### src/rtl/conv_pkg.sv
// Shared constants and FSM encoding for the convolution MAC sequencer.
package conv_pkg;
    localparam int DATA_WIDTH = 32;
    localparam int KERNEL_LEN = 25;

    typedef enum logic [2:0] {IDLE, CLEAR, ACCUM, DRAIN, OUT} state_t;
endpackage

### src/rtl/conv_mac_sequencer.sv
// Sequences operand beats into an external accumulating PE, one window of
// KERNEL_LEN beats at a time, and hands each window result to the output stream.
module conv_mac_sequencer #(
    parameter int DATA_WIDTH = conv_pkg::DATA_WIDTH,
    parameter int KERNEL_LEN = conv_pkg::KERNEL_LEN,
    parameter int CNT_WIDTH  = 16
) (
    input  logic                  clk,
    input  logic                  reset,
    input  logic                  start,
    input  logic [CNT_WIDTH-1:0]  num_windows,
    input  logic                  in_valid,
    output logic                  in_ready,
    input  logic [DATA_WIDTH-1:0] in_a,
    input  logic [DATA_WIDTH-1:0] in_b,
    output logic                  pe_clear,
    output logic [DATA_WIDTH-1:0] pe_floatA,
    output logic [DATA_WIDTH-1:0] pe_floatB,
    input  logic [DATA_WIDTH-1:0] pe_result,
    output logic                  out_valid,
    input  logic                  out_ready,
    output logic [DATA_WIDTH-1:0] out_data,
    output logic                  busy,
    output logic                  done
);
    import conv_pkg::*;

    localparam int BEAT_W = (KERNEL_LEN > 1) ? $clog2(KERNEL_LEN) : 1;

    state_t                state, nextState;
    logic [BEAT_W-1:0]     beatCnt;
    logic [CNT_WIDTH-1:0]  winLeft;
    logic [DATA_WIDTH-1:0] outData;
    logic                  doneZero;
    logic                  beat;

    always_comb begin
        nextState = state;
        in_ready  = 1'b0;
        pe_clear  = 1'b0;
        out_valid = 1'b0;
        busy      = 1'b0;
        done      = 1'b0;
        beat      = 1'b0;
        if (reset) begin
            // Reset also clears the PE so a mid-job abort leaves no residue.
            pe_clear  = 1'b1;
            nextState = IDLE;
        end else begin
            busy = (state != IDLE);
            done = doneZero;
            unique case (state)
                IDLE: begin
                    if (start && num_windows != '0) nextState = CLEAR;
                end
                CLEAR: begin
                    pe_clear  = 1'b1;
                    nextState = ACCUM;
                end
                ACCUM: begin
                    in_ready = 1'b1;
                    if (in_valid) begin
                        beat = 1'b1;
                        if (beatCnt == BEAT_W'(KERNEL_LEN - 1)) nextState = DRAIN;
                    end
                end
                DRAIN: nextState = OUT;
                OUT: begin
                    out_valid = 1'b1;
                    if (out_ready) begin
                        if (winLeft == CNT_WIDTH'(1)) begin
                            done      = 1'b1;
                            nextState = IDLE;
                        end else begin
                            nextState = CLEAR;
                        end
                    end
                end
                default: nextState = IDLE;
            endcase
        end
    end

    // Zero operands on idle cycles make the PE add 0*0, holding its sum.
    assign pe_floatA = beat ? in_a : '0;
    assign pe_floatB = beat ? in_b : '0;
    assign out_data  = reset ? '0 : outData;

    always_ff @(posedge clk) begin
        if (reset) begin
            state    <= IDLE;
            beatCnt  <= '0;
            winLeft  <= '0;
            outData  <= '0;
            doneZero <= 1'b0;
        end else begin
            state    <= nextState;
            doneZero <= (state == IDLE) && start && (num_windows == '0);
            case (state)
                IDLE:  if (start && num_windows != '0) winLeft <= num_windows;
                CLEAR: beatCnt <= '0;
                ACCUM: if (beat) beatCnt <= beatCnt + 1'b1;
                DRAIN: outData <= pe_result;
                OUT:   if (out_ready) winLeft <= winLeft - 1'b1;
                default: ;
            endcase
        end
    end
endmodule

### config.mk
export PLATFORM = sky130hd
export DESIGN_NAME = conv_mac_sequencer
export DESIGN_NICKNAME = d
export VERILOG_FILES = /design/src/rtl/conv_pkg.sv /design/src/rtl/conv_mac_sequencer.sv
export SDC_FILE = /design/constraint.sdc
export NUM_CORES = 1
export LEC_CHECK = 0
export BUFFER_PORTS_ARGS = -buffer_cell sky130_fd_sc_hd__buf_2
export CAP_MARGIN = 25
export CELL_PAD_IN_SITES_DETAIL_PLACEMENT = 0
export CELL_PAD_IN_SITES_GLOBAL_PLACEMENT = 2
export CORE_MARGIN = 2
export CORE_UTILIZATION = 23
export CTS_BUF_LIST = sky130_fd_sc_hd__clkbuf_8
export CTS_CLUSTER_SIZE = 24
export DETAILED_ROUTE_END_ITERATION = 10
export PLACE_DENSITY = 0.88
export SLEW_MARGIN = 40
export SYNTH_ARGS = -nofsm -noshare
export SYNTH_HDL_FRONTEND = slang
export SYNTH_SLANG_ARGS = --single-unit
### constraint.sdc
create_clock -name clk -period 3.49 [get_ports clk]
set_clock_uncertainty 0.15 [all_clocks]
set_input_delay 0.5235 -clock clk [delete_from_list [all_inputs] [get_ports clk]]
set_output_delay 0.5235 -clock clk [all_outputs]
set_load 0.01 [all_outputs]
* Word level (Yosys, flattened, before mapping)
Index checks and enable logic that the tools add are counted.
** Storage, ports and cells
- Register bits :: 57
- Bits of input ports :: 117
- Output and inout bits :: 101
** Cells by class
- Add/sub/neg operators :: 2
- Equal/unequal tests :: 11
- Muxes and demuxes :: 28
- Reductions and logical operators :: 12
** Operators by type and width (number)
- $mux W32 :: 3
- $mux W16 :: 2
- $pmux W16 S2 :: 1
- $eq A16 B1 Y1 const B :: 1
- $logic_not A16 Y1 :: 1
- $reduce_bool A16 Y1 :: 1
- $sub A16 B1 Y16 const B :: 1
- $mux W1 :: 15
- $pmux W3 S5 :: 1
- $mux W3 :: 4
- $pmux W5 S2 :: 1
- $ne A2 B2 Y1 const B :: 4
- $eq A3 B2 Y1 const B :: 2
- $add A5 B1 Y5 const B :: 1
- $eq A5 B5 Y1 const B :: 1
- $mux W5 :: 1
- $reduce_and A4 Y1 :: 1
- $reduce_bool A2 Y1 :: 2
- $eq A3 B1 Y1 const B :: 1
- $eq A3 B3 Y1 const B :: 1
- $logic_and A1 B1 Y1 :: 3
- $logic_not A3 Y1 :: 1
- $reduce_and A3 Y1 :: 1
- $reduce_bool A3 Y1 :: 1
- 2 further kinds :: 2

* Depth between registers and ports, before layout
- Depth after elaboration :: 5
- Depth in mapped cells :: 8

* Least setup slack after synthesis
OpenSTA, ideal clock, no wires.
- Path kind :: input port to output port
- Start point :: input reset
- End point :: output pe_floatA[10]
- Arrival time :: 1.711 ns
- Required time :: 2.816 ns
- Setup slack :: 1.105 ns
- Stages on the path :: 5
- Path buffers :: 3
- Path through :: buf_2 nor4b_2 clkbuf_1 clkbuf_1 and3_1
** Between the ends
- Word-level cells in the longest chain between the ends :: 2
** RTL lines
- from (decl) :: line conv_mac_sequencer.sv:9 : input logic reset,
- $mux W1 :: line conv_mac_sequencer.sv:45 : if (reset) begin
- $mux W32 :: line conv_mac_sequencer.sv:85 : assign pe_floatA = beat ? in_a : '0;
- to (decl) :: line conv_mac_sequencer.sv:17 : output logic [DATA_WIDTH-1:0] pe_floatA,
Every way passes these cells.

* Worst setup path after layout
- Start point :: register winLeft[8]
- End point :: output done
** Between the ends
- Word-level cells in the longest chain between the ends :: 5
** RTL lines
- from (decl) :: line conv_mac_sequencer.sv:32 : logic [CNT_WIDTH-1:0] winLeft;
- from (signal assigned) :: line conv_mac_sequencer.sv:100 : IDLE: if (start && num_windows != '0) winLeft <= num_windows;
- from (signal assigned) :: line conv_mac_sequencer.sv:104 : OUT: if (out_ready) winLeft <= winLeft - 1'b1;
- $eq A16 B1 Y1 :: line conv_mac_sequencer.sv:71 : if (winLeft == CNT_WIDTH'(1)) begin
- $mux W1 :: line conv_mac_sequencer.sv:71
- $mux W1 :: line conv_mac_sequencer.sv:70 : if (out_ready) begin
- $mux W1 :: line conv_mac_sequencer.sv:52 : unique case (state)
- $mux W1 :: line conv_mac_sequencer.sv:45
- to (decl) :: line conv_mac_sequencer.sv:24 : output logic done
Every way passes these cells.

==> summary.txt <==
Req. time, crit path: 2.82 ns
Hold Path Stages: 3
diode count: 0
HP Class: primary input to flop
sequential share of power: 36.3%
Max Fanout on Critical Path: 7
grt total ovfl: 0
Mapped Avg Cell Area: 7.28 µm²
fill count: 1,617
area of the multi-input gates: 0.00204 mm²
maximum root-to-sink buffer count: 2
crit path DAT: 2.12 ns
Clk pwr share: 26.2%
Boundary Pins: 218
Reg area: 0.00114 mm²
Final GP Congestion: 0.800
mapped cell area: 0.00338 mm²
final worst slack: 0.697 ns
cts-stage hold buffer count: 0
HPWL after DPL: 8370 µm
final non-filler cell total: 849
DR DRC count: 0
Sw Share: 38.3%
status: completed
largest net degree at the start of global routing: 69
DR WL/cell: 13.4 µm
FF-to-FF setup slack: 1.15 ns
clock sink total: 57
initial DRC count: 202
EDFF count, synth: 0
Pleak: 2.51 nW
final hold violations: 0
leading area contributor after synthesis: dfxtp_1
max-cap violation count: 0
Initial Util: 23.4%
Final nets: 781
I/O Buffers: 217
register bit total from synthesis: 57
Core ar.: 0.0144 mm²
period utilization: 80.0%
post-route ant nets: 0
total power: 2.34 mW
switching power: 0.897 mW
leading cell types in the layout, fill and taps excluded: 216 x buf_2, 86 x nand2_1, 66 x and3_1
Synthesis Warnings: 0
RSZ-0062 raised after global routing: no
FF-to-FF path depth: 6
CP Launch Type: flop
DIE HEIGHT: 125 µm
Vias/cell: 4.73
CTS buffer count: 9
Die W: 125 µm
clock-pin slew on the worst setup and hold paths: 0.07 ns
Distinct cells, synth: 51
post-synth top area share: 33.8%
die area: 0.0157 mm²
H-tree depth: 3
Int Power: 1.44 mW
top_reg_cell synth: dfxtp_1
CTS tree: yes
Post-Syn Instances: 464
post-synthesis net count: 585
router iterations before antenna repair: 5
setup bufs post-CTS: 0
Slew Limit Fails: 0
Slew Limit Headroom: 46.7%
Final Hold Slack: 0.268 ns
fraction of synthesis flops using an asynchronous set or reset pin: 0%
Fmax: 0.358 GHz
Comb power frac: 37.5%
row count: 44
Final setup viols: 0
Pwr per Cell Area: 489 mW/mm²
Setup crit end kind: primary output
final wirelength: 11,300 µm
CP Class: flop to primary output
Final TNS setup: 0 ns
Synth area leaders: dfxtp_1 34%, and3_1 12%, nand2_1 9.6%, a21oi_1 8.3%, nor2b_1 6.1%
gr usage total: 13.8%
most common cell after layout, fill and taps aside: buf_2
clk_lat worst skew: 0.34 ns
Placed Instances: 833
peak supply drop: 0.204 mV
layout cells sized above 1: 38.3%
post-route minimum period: 2.79 ns
Vias: 4,020
CTS resizes: 0
clk root buf: clkbuf_8
Syn-to-layout area delta: 41.6%
first-pass GRT wire length: 18,000 µm
number of global-route vias before repair: 3,784
Seq/Total Area, Yosys: 33.8%
initial antenna violation count: 0
Slew @ Worst Pin: 0.792 ns
Post-Place Worst Slack: 0.796 ns
## area by class of cell
class	count	share of cell area [%]
clock buffer	10	2.88
clock inverter	6	1.20
inverter	5	0.393
multi-input combinational	361	42.7
sequential	57	23.9
tap	184	4.82
timing repair buffer	226	24.2
## cells in the mapped netlist, drive strengths merged, types with 3 or more instances
master / count
inv: 5
clkbuf: 28
a22oi: 3
nand3: 4
buf: 13
a21o: 4
nor3b: 4
and2: 5
dfxtp: 57
or4: 3
nor4: 8
nand4: 3
nor2b: 33
ha: 4
a21oi: 56
a211oi: 3
o21ai: 18
nor2: 24
nor3: 7
and3: 66
nand2: 86
nor4b: 3
## routing by layer
layer / part of all wire [%] / global-route usage [%] / vias to the layer above
met5: 0 / 0 / -
met4: 1.8 / 4.12 / 0
met3: 8.2 / 4.96 / 19
met2: 48 / 23.4 / 160
met1: 42 / 16.3 / 1838
li1: - / - / 2003
## worst paths after layout
path / endpoint / from
max: done / winLeft[8]
min reg2reg: outData[7] / outData[7]
min: outData[18] / pe_result[18]
max reg2reg: winLeft[15] / state[2]
## sequential cells by signal, indices dropped and copies added, names as in the netlist
| name | count |
|---|---|
| doneZero | 1 |
| outData | 32 |
| winLeft | 16 |
| state | 3 |
| beatCnt | 5 |
## per-stage QoR
stage                     cell area [µm²]  util, %
after floorplan                      3380        -
after global placement               4580     31.8
after detailed placement             4580     31.8
after CTS                            4780     33.1
after global routing                 4780     33.1
final                                4780     33.1
## power by group through the flow
stage	sequential, mW	clock (mW)	combinational (mW)
CTS	0.848	0.639	0.879
floorplan	0.810	0	0.638
detailed placement	0.862	0	0.875
finish	0.849	0.614	0.876
global placement	0.855	0	0.866
global route	0.867	0.666	0.979
## worst max-delay path, stage by stage (launching register included)
cell	delay, ns
dfxtp_1	0.38
or4_4	0.61
nor2_2	0.21
and4b_1	0.25
a31oi_1	0.10
nor2_1	0.09
buf_2	0.14
## cell families (layout without fill, tap and decap cells)
group / after synthesis / in the layout / synth area share, %
buffers and inverters: 46 / 247 / 6.04
xor gates and xnor gates: 4 / 4 / 1.04
AOI/OAI and AO/OA: 100 / 100 / 17.5
and+or+nand+nor: 253 / 253 / 40.2
DFF: 57 / 57 / 33.8
adders and majority gates: 4 / 4 / 1.48
(Power assumes the default switching activity.)
